## src/rtl/fetch_pc_unit.sv

```systemverilog
// Program counter and next-PC selection for the single-cycle core.
// Adds a one-cycle boot bubble, stall hold and a retired-instruction count.
module fetch_pc_unit #(
    parameter int                ADDR_W   = 12,
    parameter logic [ADDR_W-1:0] RESET_PC = '0
) (
    input  logic              clock,
    input  logic              reset,
    input  logic              stall,
    input  logic              is_j_jal,
    input  logic              is_jr,
    input  logic              is_bne,
    input  logic              is_blt,
    input  logic              is_bex,
    input  logic              alu_ne,
    input  logic              alu_lt,
    input  logic              rstatus_nz,
    input  logic [16:0]       imm17,
    input  logic [26:0]       target27,
    input  logic [31:0]       jr_target,
    output logic [ADDR_W-1:0] imem_addr,
    output logic [31:0]       link_addr,
    output logic              instr_valid,
    output logic [31:0]       instr_count
);

    typedef enum logic [1:0] {
        BOOT = 2'd0,
        RUN  = 2'd1,
        HOLD = 2'd2
    } state_t;

    state_t            state;
    state_t            state_next;
    logic [ADDR_W-1:0] pc;
    logic [ADDR_W-1:0] pc_plus1;
    logic [ADDR_W-1:0] next_pc;
    logic [ADDR_W-1:0] br_target;
    logic [31:0]       br_sum;
    logic              advance;
    logic              unused;

    assign pc_plus1  = pc + ADDR_W'(1);
    assign imem_addr = pc;
    assign link_addr = 32'(pc_plus1);

    // Offset added at full width, then silently wrapped to the address space.
    assign br_sum    = 32'(pc_plus1) + {{15{imm17[16]}}, imm17};
    assign br_target = br_sum[ADDR_W-1:0];

    assign unused = ^{jr_target[31:ADDR_W], target27[26:ADDR_W],
                      br_sum[31:ADDR_W]};

    always_comb begin
        next_pc = pc_plus1;
        priority case (1'b1)
            is_jr:                next_pc = jr_target[ADDR_W-1:0];
            is_j_jal:             next_pc = target27[ADDR_W-1:0];
            is_bex && rstatus_nz: next_pc = target27[ADDR_W-1:0];
            is_bne && alu_ne:     next_pc = br_target;
            is_blt && alu_lt:     next_pc = br_target;
            default:              next_pc = pc_plus1;
        endcase
    end

    always_comb begin
        state_next  = state;
        instr_valid = 1'b0;
        advance     = 1'b0;
        case (state)
            BOOT: state_next = RUN;
            RUN, HOLD: begin
                instr_valid = ~stall;
                advance     = ~stall;
                state_next  = stall ? HOLD : RUN;
            end
            default: state_next = BOOT;
        endcase
    end

    always_ff @(posedge clock or posedge reset) begin
        if (reset) begin
            state       <= BOOT;
            pc          <= RESET_PC;
            instr_count <= '0;
        end else begin
            state <= state_next;
            if (advance) begin
                pc          <= next_pc;
                instr_count <= instr_count + 32'd1;
            end
        end
    end

endmodule
```

## config.mk

```make
export PLATFORM = sky130hd
export DESIGN_NAME = fetch_pc_unit
export DESIGN_NICKNAME = d
export VERILOG_FILES = /design/src/rtl/fetch_pc_unit.sv
export SDC_FILE = /design/constraint.sdc
export NUM_CORES = 1
export LEC_CHECK = 0
export CELL_PAD_IN_SITES_DETAIL_PLACEMENT = 2
export CELL_PAD_IN_SITES_GLOBAL_PLACEMENT = 2
export CORE_MARGIN = 8
export CORE_UTILIZATION = 23
export CTS_BUF_LIST = sky130_fd_sc_hd__clkbuf_8
export DETAILED_ROUTE_END_ITERATION = 12
export GPL_TIMING_DRIVEN = 0
export PLACE_DENSITY_LB_ADDON = 0.1
export SKIP_CTS_REPAIR_TIMING = 1
export SLEW_MARGIN = 20
export SYNTH_ARGS = -nofsm -noshare
export SYNTH_HDL_FRONTEND = slang
export SYNTH_SLANG_ARGS = --single-unit
```

## constraint.sdc

```tcl
create_clock -name clock -period 2.9 [get_ports clock]
set_input_delay 0.58 -clock clock [delete_from_list [all_inputs] [get_ports clock]]
set_output_delay 0.58 -clock clock [all_outputs]
set_load 0.02 [all_outputs]
```

Word level (Yosys, flattened, before mapping):

Cells that the tools add are included.

* bitwise gates (word level): 1
* $add $sub $neg: 3
* equality and inequality tests: 2
* mux-type cells: 8
* reduce and logical (&&, ||, !) cells: 5

Operators by type and width (number)
* 12-bit two-way mux: 5
* 32-bit by 1-bit adder with 32-bit output (second input constant): 1
* 12-bit by 1-bit adder with 12-bit output (second input constant): 1
* 12-bit adder: 1
* 2-bit one-hot mux with 2 select lines: 1
* 1-bit logical AND: 3
* 2-bit by 1-bit == test with 1-bit output (second input constant): 1
* 2-bit == test (second input constant): 1
* 2-bit zero test: 1
* 2-bit two-way mux: 1
* 2-bit OR reduction: 1
* 1-bit two-way mux: 1
* 1-bit inverter: 1

* bits of input ports: 87
* flip-flop bits (word level): 46
* word-level logic and storage cells: 22

Logic depth before layout (Yosys ltp):

* depth in word-level cells: 7
* depth in mapped cells: 10

Worst setup path before layout:

Ideal clock, no wire load.

* path type: flip-flop to flip-flop
* start: reg pc[1] (netlist: imem_addr[1])
* end: reg pc[11] (netlist: imem_addr[11])
* stages on the path, launching flop included: 11
* setup slack: -116 ps
* arrival time: 2887 ps
* required time: 2771 ps
* period minus slack after synthesis: 3016 ps
* cells stage by stage: dfrtp_1 -> ha_1 -> nand3_1 -> xnor2_1 -> ha_1 -> a21oi_1 -> nand2_1 -> o211a_1 -> nor4_1 -> o2111ai_1 -> nor3b_1

* cells in the longest elaborated chain, start to end: 7

RTL lines
* start: declaration: line 35 `logic [ADDR_W-1:0] pc;`
* start signal: assignment: line 89 `pc <= next_pc;`
* 12-bit by 1-bit adder with 12-bit output *: line 43 `assign pc_plus1 = pc + ADDR_W'(1);`
* via link_addr[4]: line 22 `output logic [31:0] link_addr,`
* 12-bit adder *: line 48 `assign br_sum = 32'(pc_plus1) + {{15{imm17[16]}}, imm17};`
* 12-bit two-way mux: line 56 `priority case (1'b1)`
* 12-bit two-way mux * (4 in a row): line 56

The timed path passes the listed nets; every way through them passes the cells marked *.
A chain may end at the register's enable or synchronous reset.

Worst setup path after layout:

* start: in stall
* end: out instr_valid

* cells in the longest elaborated chain, start to end: 2

RTL lines
* start: declaration: line 9 `input logic stall,`
* 1-bit inverter: line 73 `instr_valid = ~stall;`
* 1-bit two-way mux: line 70 `case (state)`
* end: declaration: line 23 `output logic instr_valid,`

Every way passes these cells.

==> impl_metrics.csv <==
group,metric,value,unit
pwr,p_int,2070,µW
detailed_routing,drt_wl_total,11800,µm
final_layout,layout-drive-gt1-share,13.2,%
clock_network,worstSkewPairLatency,0.29,ns
clock_network,clk_pin_slew,0.09,ns
sta,slew_violations,0,
sta,setup_viol,1,
pwr,p_per_area,796,nW/µm²
clock_network,cts_buffers,5,
sta,fin_crit_sh,105,%
die,die_x,134,µm
sta,timing.fmax,328,MHz
die,die_h,134,µm
die,start_util,23.3,%
yosys,synth_top_area_cell,"dfrtp_1",
clock_network,cts.sinks,46,
status,violations,"setup timing",
yosys,synth_area_leaders,"dfrtp_1 36%, xnor2_1 10%, ha_1 7.0%",
status,status,"complete, but fails checks",
worst_setup_path,slowest_stage,"clkdlybuf4s50_1",
worst_setup_path,cp-startpoint,"stall",
grt,antenna_found_initial,1,
detailed_routing,post_drt_wl_per_cell,17.6,µm
die,core.rowCount,43,
place,hpwl,9800,µm
yosys,synth_edf_count,0,
yosys,ys_seq_area_share,35.9,%
final_layout,syn2layout_area_growth,49.6,%
worst_hold_path,hp-class,"flip-flop to flip-flop",
final_layout,diodes,0,
pwr,pwr-share-comb,62.7,%
pwr,p_clk_share,10.9,%
clock_network,cts_buffer_depth,2,
worst_setup_path,crit_chain,"clkdlybuf4s50_1, nand2b_1, clkbuf_1, inv_2, clkdlybuf4s50_1",
sta,max_slew_margin,42.7,%
worst_setup_path,crit_arrival,2.47,ns
grt,grtUsageTotal,13.1,%
pwr,finalPower,3810,µW
pwr,seqPwrFrac,26.4,%
worst_setup_path,required,2.32,ns
yosys,yosys_most_used_dff,"dfrtp_1",
sta,min_period,3.05,ns
final_layout,final_nets,599,
worst_setup_path,cpPeakStageDelay,0.61,ns
place,post_dp_cell_area,4570,µm²
yosys,avgSynthCellArea,9.00,µm²
detailed_routing,firstDrtPassIters,4,
sta,worst_pin_slew,0.860,ns
sta,hold_viol_final,0,
place,port_buffers,102,
sta,hold_ws,0.474,ns
pwr,ir_drop,0.365,mV
final_layout,final_area,4790,µm²
grt,grt_pass1_vias,3373,
yosys,yosysWarnings,0,
yosys,ys_seq_elements,46,
sta,setup_slack,-0.148,ns
place,globalplace.congestion,0.776,
yosys,netlist-cell-type-count,52,
pwr,p_sw,1750,µW
detailed_routing,drc,0,
worst_setup_path,r2r_start,"imem_addr[2]",
worst_setup_path,path_max_fanout,17,
clock_network,tritoncts,"yes",
yosys,netlist_instances,356,
grt,grt_pass1_wl,18800,µm
sta,skew,0.00416,ns
grt,overflow,0,
detailed_routing,drt_iter0_drc,118,
detailed_routing,dr_total_vias,3111,
grt,grt_max_degree,25,
worst_setup_path,worstSetupEndpointType,"output pin",
yosys,ys_top_cells_by_count,"46 x dfrtp_1, 45 x nand2_1, 37 x xnor2_1, 23 x nor2_1, 20 x buf_4",
job,maxCapViolations,0,
worst_hold_path,holdCritStartpoint,"instr_count[31]",
pwr,leakagePower,0.00213,µW
yosys,ys_async_sr_fraction,100,%
pwr,netSwitchingFraction,45.8,%
yosys,syn_area,3210,µm²
clock_network,cts-root-buf,"clkbuf_8",
worst_setup_path,criticalPathCategory,"input port to output pin",
sta,rsz0062_at_grt,"yes",
yosys,synth_top_area_share,35.9,%
detailed_routing,ant_nets,0,
worst_setup_path,worst_path_most_repeated_cell,"clkdlybuf4s50_1",
worst_setup_path,start_kind,"input port",
yosys,synth_most_common_cell,"dfrtp_1",
die,core_area,13800,µm²
detailed_routing,avgViaCountPerCell,4.62,
die,io_pins,164,
die,die_area,18000,µm²
final_layout,nFillCells,1574,
clock_network,htreeDepth,2,
## power by group through the flow
stage	logic [µW]	clock network, µW	registers [µW]
finish	2390	417	1010
global route	2640	469	1030
CTS	2310	440	1010
detailed placement	2290	0	1020
global placement	2250	0	1020
floorplan	1240	0	1100
## cells in the final DEF, fill, tap and decap left out, drive strengths merged, types with 2 or more instances in the layout
cell,instances
o21bai,2
and2,3
clkdlybuf4s50,99
xnor2,37
nand2,45
nor4,5
o21ai,12
o211ai,6
nor3b,2
and4,3
dlymetal6s2s,3
clkbuf,12
dfrtp,46
a31oi,2
xor2,12
a211oi,2
mux2i,2
nor3,4
a311oi,3
o211a,5
nand3,17
conb,20
nand2b,2
nand3b,2
buf,32
inv,11
a21o,5
and3,10
a22oi,2
clkinv,2
a2111oi,2
ha,18
or2,2
nor2,23
nand4,10
a22o,2
a21oi,19
## critical path: cells and delay by family
family,cells,cell delay (ns)
buffers and inverters,4,1.77
AND/OR/NAND/NOR,1,0.11
## final cells by class
class	instances	area, µm²	area share (%)
plain buffers	28	181	3.78
clock buffers	6	82.6	1.72
clock inverters	2	12.5	0.261
inverters	12	45.0	0.939
multi-input cells	288	1970	41.1
flip-flops and latches	46	1160	24.2
well taps	180	225	4.70
repair buffers	112	1120	23.3
## cell families after synthesis
group	synth area share, %
AO/OA/AOI/OAI	14.1
XOR/XNOR	13.4
adder cells (fa/ha/maj)	7.65
buffers and inverters	7.18
flip-flops	35.9
multiplexers	0.625
other	0.117
AND/OR/NAND/NOR	21.0
## metrics by stage
stage	setup WS [ns]	setup TNS [ns]	util (%)	cells
floorplan	0.0315	0	-	375
global placement	-0.483	-1.34	33.0	657
detailed placement	-0.485	-1.79	33.1	658
CTS	-0.496	-1.65	33.8	666
global route	-0.293	-0.298	34.8	674
finish	-0.148	-0.148	34.8	674
## sequential cells by signal, indices dropped and copies added (netlist names)
| signal | flops |
|---|---|
| imem_addr | 12 |
| state | 2 |
| instr_count | 32 |
## worst paths after layout
| path | slack [ns] | depth (start not counted) | end |
|---|---|---|---|
| worst max-delay path | -0.15 | 5 | instr_valid |
| worst min-delay path | 0.47 | 1 | instr_count[31] |
| worst max register to register | 0.18 | 12 | imem_addr[11] |
| worst min register to register | 0.47 | 1 | instr_count[31] |
| max in group asynchronous | 1.72 | 3 | instr_count[2] |
| min in group asynchronous | 0.65 | 2 | instr_count[23] |
## metal layers
layer  wire (µm)  track usage [%]  share of wire, %
met1        5520             17.6                47
met4         108             2.43              0.91
met2        5420             20.5                46
met5           9                0             0.076
met3         787             3.96               6.6
No activity file was read; power rests on OpenSTA's default activity.
